$ cat config.mk
export PLATFORM = sky130hd
export DESIGN_NAME = fg_prog_sequencer
export DESIGN_NICKNAME = d
export VERILOG_FILES = /design/src/rtl/fg_prog_sequencer.sv
export SDC_FILE = /design/constraint.sdc
export NUM_CORES = 1
export LEC_CHECK = 0
export CAP_MARGIN = 20
export CORE_MARGIN = 2
export CORE_UTILIZATION = 47
export DETAILED_ROUTE_END_ITERATION = 16
export PLACE_DENSITY = 0.84
export SYNTH_ARGS = -nofsm -noshare
export SYNTH_HDL_FRONTEND = slang
export SYNTH_SLANG_ARGS = --single-unit
$ cat constraint.sdc
create_clock -name clk -period 2.6 [get_ports clk]
set_input_delay 0.26 -clock clk [delete_from_list [all_inputs] [get_ports clk]]
set_output_delay 0.26 -clock clk [all_outputs]
set_load 0.05 [all_outputs]
$ cat src/rtl/fg_prog_sequencer.sv
// Floating-gate array programming sequencer: decodes a cell address, then runs
// setup / pulse / settle / measure loops until the comparator hits, a limit or abort.
module fg_prog_sequencer #(
  parameter int NUM_ROWS   = 4,
  parameter int NUM_COLS   = 8,
  parameter int SETUP_CYC  = 4,
  parameter int PULSE_CYC  = 16,
  parameter int SETTLE_CYC = 8,
  parameter int MAX_PULSES = 255
) (
  input  logic                        clk,
  input  logic                        rst_n,
  input  logic                        cmd_valid,
  output logic                        cmd_ready,
  input  logic [7:0]                  cmd_row,
  input  logic [7:0]                  cmd_col,
  input  logic [1:0]                  cmd_mode,
  input  logic                        abort,
  input  logic                        meas_hit,
  output logic [$clog2(NUM_ROWS)-1:0] row_addr,
  output logic [$clog2(NUM_COLS)-1:0] col_addr,
  output logic [NUM_ROWS-1:0]         drain_sel,
  output logic                        prog_en,
  output logic                        inj_pulse,
  output logic                        tun_pulse,
  output logic                        meas_en,
  output logic                        rsp_valid,
  input  logic                        rsp_ready,
  output logic [1:0]                  rsp_status,
  output logic [7:0]                  rsp_pulses
);

  localparam int ROW_W   = $clog2(NUM_ROWS);
  localparam int COL_W   = $clog2(NUM_COLS);
  localparam int CYC_A   = (SETUP_CYC > PULSE_CYC) ? SETUP_CYC : PULSE_CYC;
  localparam int CYC_MAX = (CYC_A > SETTLE_CYC) ? CYC_A : SETTLE_CYC;
  localparam int CNT_W   = $clog2(CYC_MAX + 1);

  localparam logic [1:0] MODE_READ   = 2'b00;
  localparam logic [1:0] MODE_INJECT = 2'b01;
  localparam logic [1:0] MODE_TUNNEL = 2'b10;
  localparam logic [1:0] MODE_RSVD   = 2'b11;

  localparam logic [1:0] ST_OK       = 2'b00;
  localparam logic [1:0] ST_TIMEOUT  = 2'b01;
  localparam logic [1:0] ST_ABORT    = 2'b10;
  localparam logic [1:0] ST_ADDR_ERR = 2'b11;

  localparam logic [CNT_W-1:0] SETUP_LAST  = CNT_W'(SETUP_CYC - 1);
  localparam logic [CNT_W-1:0] PULSE_LAST  = CNT_W'(PULSE_CYC - 1);
  localparam logic [CNT_W-1:0] SETTLE_LAST = CNT_W'(SETTLE_CYC - 1);
  localparam logic [7:0]       MAX_CNT     = 8'(MAX_PULSES);

  typedef enum logic [2:0] {IDLE, SETUP, PULSE, SETTLE, MEASURE, DONE} state_t;

  state_t           state, state_next;
  logic [CNT_W-1:0] cnt, cnt_next;
  logic [7:0]       pulse_cnt, pulse_next;
  logic [1:0]       status, status_next;
  logic [ROW_W-1:0] row_q;
  logic [COL_W-1:0] col_q;
  logic [1:0]       mode_q;
  logic             active;
  logic             addr_bad;
  logic             accept;
  logic [7:0]       pulse_inc;

  assign active    = (state == SETUP) || (state == PULSE) || (state == SETTLE) || (state == MEASURE);
  assign accept    = (state == IDLE) && cmd_valid;
  assign addr_bad  = ({1'b0, cmd_row} >= 9'(NUM_ROWS)) || ({1'b0, cmd_col} >= 9'(NUM_COLS)) ||
                     (cmd_mode == MODE_RSVD);
  assign pulse_inc = (pulse_cnt == MAX_CNT) ? pulse_cnt : pulse_cnt + 8'd1;

  always_ff @(posedge clk or negedge rst_n) begin
    if (!rst_n) begin
      state     <= IDLE;
      cnt       <= '0;
      pulse_cnt <= '0;
      status    <= ST_OK;
      row_q     <= '0;
      col_q     <= '0;
      mode_q    <= MODE_READ;
    end else begin
      state     <= state_next;
      cnt       <= cnt_next;
      pulse_cnt <= pulse_next;
      status    <= status_next;
      if (accept && !addr_bad) begin
        row_q  <= cmd_row[ROW_W-1:0];
        col_q  <= cmd_col[COL_W-1:0];
        mode_q <= cmd_mode;
      end
    end
  end

  always_comb begin
    state_next  = state;
    cnt_next    = cnt;
    pulse_next  = pulse_cnt;
    status_next = status;
    case (state)
      IDLE: begin
        if (cmd_valid) begin
          pulse_next = '0;
          cnt_next   = '0;
          if (addr_bad) begin
            state_next  = DONE;
            status_next = ST_ADDR_ERR;
          end else begin
            state_next = SETUP;
          end
        end
      end
      SETUP: begin
        if (cnt == SETUP_LAST) begin
          cnt_next   = '0;
          state_next = (mode_q == MODE_READ) ? MEASURE : PULSE;
        end else begin
          cnt_next = cnt + 1'b1;
        end
      end
      PULSE: begin
        if (cnt == PULSE_LAST) begin
          cnt_next   = '0;
          pulse_next = pulse_inc;
          state_next = SETTLE;
        end else begin
          cnt_next = cnt + 1'b1;
        end
      end
      SETTLE: begin
        if (cnt == SETTLE_LAST) begin
          cnt_next   = '0;
          state_next = MEASURE;
        end else begin
          cnt_next = cnt + 1'b1;
        end
      end
      MEASURE: begin
        cnt_next = '0;
        // A comparator hit wins over the pulse limit reached in the same measure.
        if ((mode_q == MODE_READ) || meas_hit) begin
          state_next  = DONE;
          status_next = ST_OK;
        end else if (pulse_cnt == MAX_CNT) begin
          state_next  = DONE;
          status_next = ST_TIMEOUT;
        end else begin
          state_next = PULSE;
        end
      end
      DONE: begin
        if (rsp_ready) state_next = IDLE;
      end
      default: state_next = IDLE;
    endcase
    if (active && abort) begin
      state_next  = DONE;
      status_next = ST_ABORT;
      pulse_next  = pulse_cnt;
      cnt_next    = '0;
    end
  end

  // Outputs decode from state alone so an async reset clears pulses without a clock.
  always_comb begin
    cmd_ready  = rst_n && (state == IDLE);
    row_addr   = '0;
    col_addr   = '0;
    drain_sel  = '0;
    prog_en    = 1'b0;
    inj_pulse  = 1'b0;
    tun_pulse  = 1'b0;
    meas_en    = 1'b0;
    rsp_valid  = 1'b0;
    rsp_status = ST_OK;
    rsp_pulses = '0;
    if (active) begin
      row_addr         = row_q;
      col_addr         = col_q;
      drain_sel[row_q] = 1'b1;
      prog_en          = 1'b1;
    end
    if (state == PULSE) begin
      inj_pulse = (mode_q == MODE_INJECT);
      tun_pulse = (mode_q == MODE_TUNNEL);
    end
    if (state == MEASURE) meas_en = 1'b1;
    if (state == DONE) begin
      rsp_valid  = 1'b1;
      rsp_status = status;
      rsp_pulses = pulse_cnt;
    end
  end

endmodule

==> reports/results.ini <==
[run_status]
outcome = complete, no violations

[drt]
remaining_drc_errors = 0
ant_nets = 0
wire_per_inst_um = 14.58
drt_first_pass_iters = 4
viasPerCell = 5.942
drtIter0Drc = 139
drt_wl_total_um = 4023
vias = 1640

[yosys]
synth_ff_type = dfrtp_1
yosysTopAreaCellShare_pct = 37.97
synth-edff-count = 0
synth.top_cells.by_area = dfrtp_1, and2_1, mux2_2
yosysWarnings = 0
ys_seq_area_share_pct = 37.97
synth-async-reset-ratio_pct = 100.0
syn_nets = 209
syn_area_mm2 = 0.001648
netlist_instances = 181
yosys_register_bits = 25
avgSynthCellArea_um2 = 9.104
synth_area_leader_cell = dfrtp_1
yosysUniqueCellTypes = 48

[global_route]
use_met3_pct = 3.393
first_global_vias = 1608
grt-busiest-layer = met2
grt_util_met2_pct = 36.97
use_met1_pct = 28.00
antenna_found_initial = 0
grt_max_degree = 26
grt.total_usage_pct = 22.15
grt-ovfl-total = 0
grt_pass1_wl_um = 7079

[worst_setup_path]
worst-path-max-fanout = 13
cp-end-kind = primary output
crit_type = reg2out
required_ns = 2.34
arrival_ns = 2.22
cp-start-kind = register

[cts]
path_clk_slew_ns = 0.14
clockBufferDepth = 2
cts-root-buf = clkbuf_4
numCtsBuffers = 3
ctsHoldBuffers = 0
insertion_delay_ns = 0.34
cts.htree.levels = 1
cts.sinks = 25
cts_tree = built

[timing]
hold_viol = 0
drv_slew = 0
clock.fmax_ghz = 0.4025
post-route-min-period_ns = 2.484
whs_ns = 0.3060
setup_viol = 0
worst_pin_slew_ns = 0.5410
skew_ns = 0.005485
fin_crit_sh_pct = 95.55
rsz0062_at_grt = false
tns_ns = 0
max-slew-margin-rel_pct = 63.55

[finish]
area_growth_syn_to_layout_pct = 35.31
diodes = 0
nFillCells = 303
regArea_um2 = 625.6
multi_input_area_um2 = 972.2
layout_commonest_cell = clkdlybuf4s50_1
drive_above_1_share_pct = 16.52
utilization_pct = 66.29
nets = 259
finalInstanceArea_mm2 = 0.002230
layout_common_cells = clkdlybuf4s50_1, dfrtp_1, buf_4

[placement]
portBuffers = 48
post-dp-hpwl_um = 3060
placed_area_mm2 = 0.002183
gp_congestion = 0.8229

[die]
die_w_um = 63.21
die-area_mm2 = 0.003996
initial_core_util_pct = 49.00
coreArea_mm2 = 0.003363
io_pins = 49
fp-row-count = 21
die_h_um = 63.21

[power]
total_power_mw = 1.598
leakage_nw = 1.105
cellPowerDensity_mw_per_mm2 = 716.6
ir_drop_v = 0.0004592

[job]
maxCapViolations = 0

[min_path]
hold_class = in2async

## metrics by stage
step	worst slack, ns	cells
2_1_floorplan	0.1081	181
3_5_place_dp	0.3166	272
4_1_cts	0.002840	276
6_report	0.1158	276
3_3_place_gp	0.4170	272
5_1_grt	0.01217	276
## state kept, by name, indices dropped and copies added (netlist names)
signal,flops
pulse_cnt,8
state,3
cnt,5
col_q,3
mode_q,2
status,2
row_q,2
## power breakdown
part	internal, mW	total (mW)	switching [mW]	leakage, nW
sequential	0.449	0.523	0.0743	0.336
clock	0.0605	0.185	0.125	0.0150
combinational	0.323	0.890	0.566	0.754
## final timing paths
kind	from	to	slack, ns	depth (start not counted)
worst max-delay path	state[2]$_DFFE_PN0P_	meas_en	0.12	2
worst min-delay path	rst_n	pulse_cnt[6]$_DFFE_PN0P_	0.31	2
worst max register to register	cnt[0]$_DFFE_PN0P_	pulse_cnt[3]$_DFFE_PN0P_	0.27	8
worst min register to register	col_q[1]$_DFFE_PN0P_	col_q[1]$_DFFE_PN0P_	0.52	1
max in group asynchronous	rst_n	pulse_cnt[1]$_DFFE_PN0P_	2.05	2
min in group clk	col_q[1]$_DFFE_PN0P_	col_q[1]$_DFFE_PN0P_	0.52	1
## cell families (layout without fill, tap and decap cells)
family	Yosys count	after routing	share of synthesized area, %
mux	8	8	5.467
flops	25	25	37.97
xor+xnor	1	1	0.5316
compound gates	45	45	19.36
buf+inv	16	65	4.100
fa+ha+maj	4	4	3.037
simple gates	82	82	29.54
## synth_stat cells, types with 5 or more instances
| cell type | count |
|---|---|
| or4_1 | 6 |
| nand2_1 | 14 |
| nor2_1 | 5 |
| and2_1 | 16 |
| inv_1 | 8 |
| mux2_2 | 8 |
| o21ai_0 | 8 |
| dfrtp_1 | 25 |
| o31ai_1 | 7 |
| a21oi_1 | 8 |
| nand3_1 | 7 |
| nor4_1 | 5 |
## metal layers
| metal | wire (um) | share of wire [%] |
|---|---|---|
| met5 | 0 | 0 |
| met4 | 104 | 2.6 |
| met3 | 264 | 6.6 |
| met2 | 1973 | 49 |
| met1 | 1681 | 42 |
## critical path, cell delays in order (launching register included)
cell,delay [ns]
dfrtp_1,0.60
nor3b_2,0.39
clkdlybuf4s50_1,0.89
## timing repair
item,CTS,global route
setup buffers,0,0
gates resized for setup,0,8
setup endpoints to repair,0,8
hold endpoints to repair,0,0
## cell type report
cell class                      count  area share, %
Tap cell                           46          2.581
Timing Repair Buffer               53          23.23
Multi-Input combinational cell    140          43.60
Sequential cell                    25          28.06
Clock buffer                        4          1.178
Inverter                            8          1.347
No activity file was read; power rests on OpenSTA's default activity.
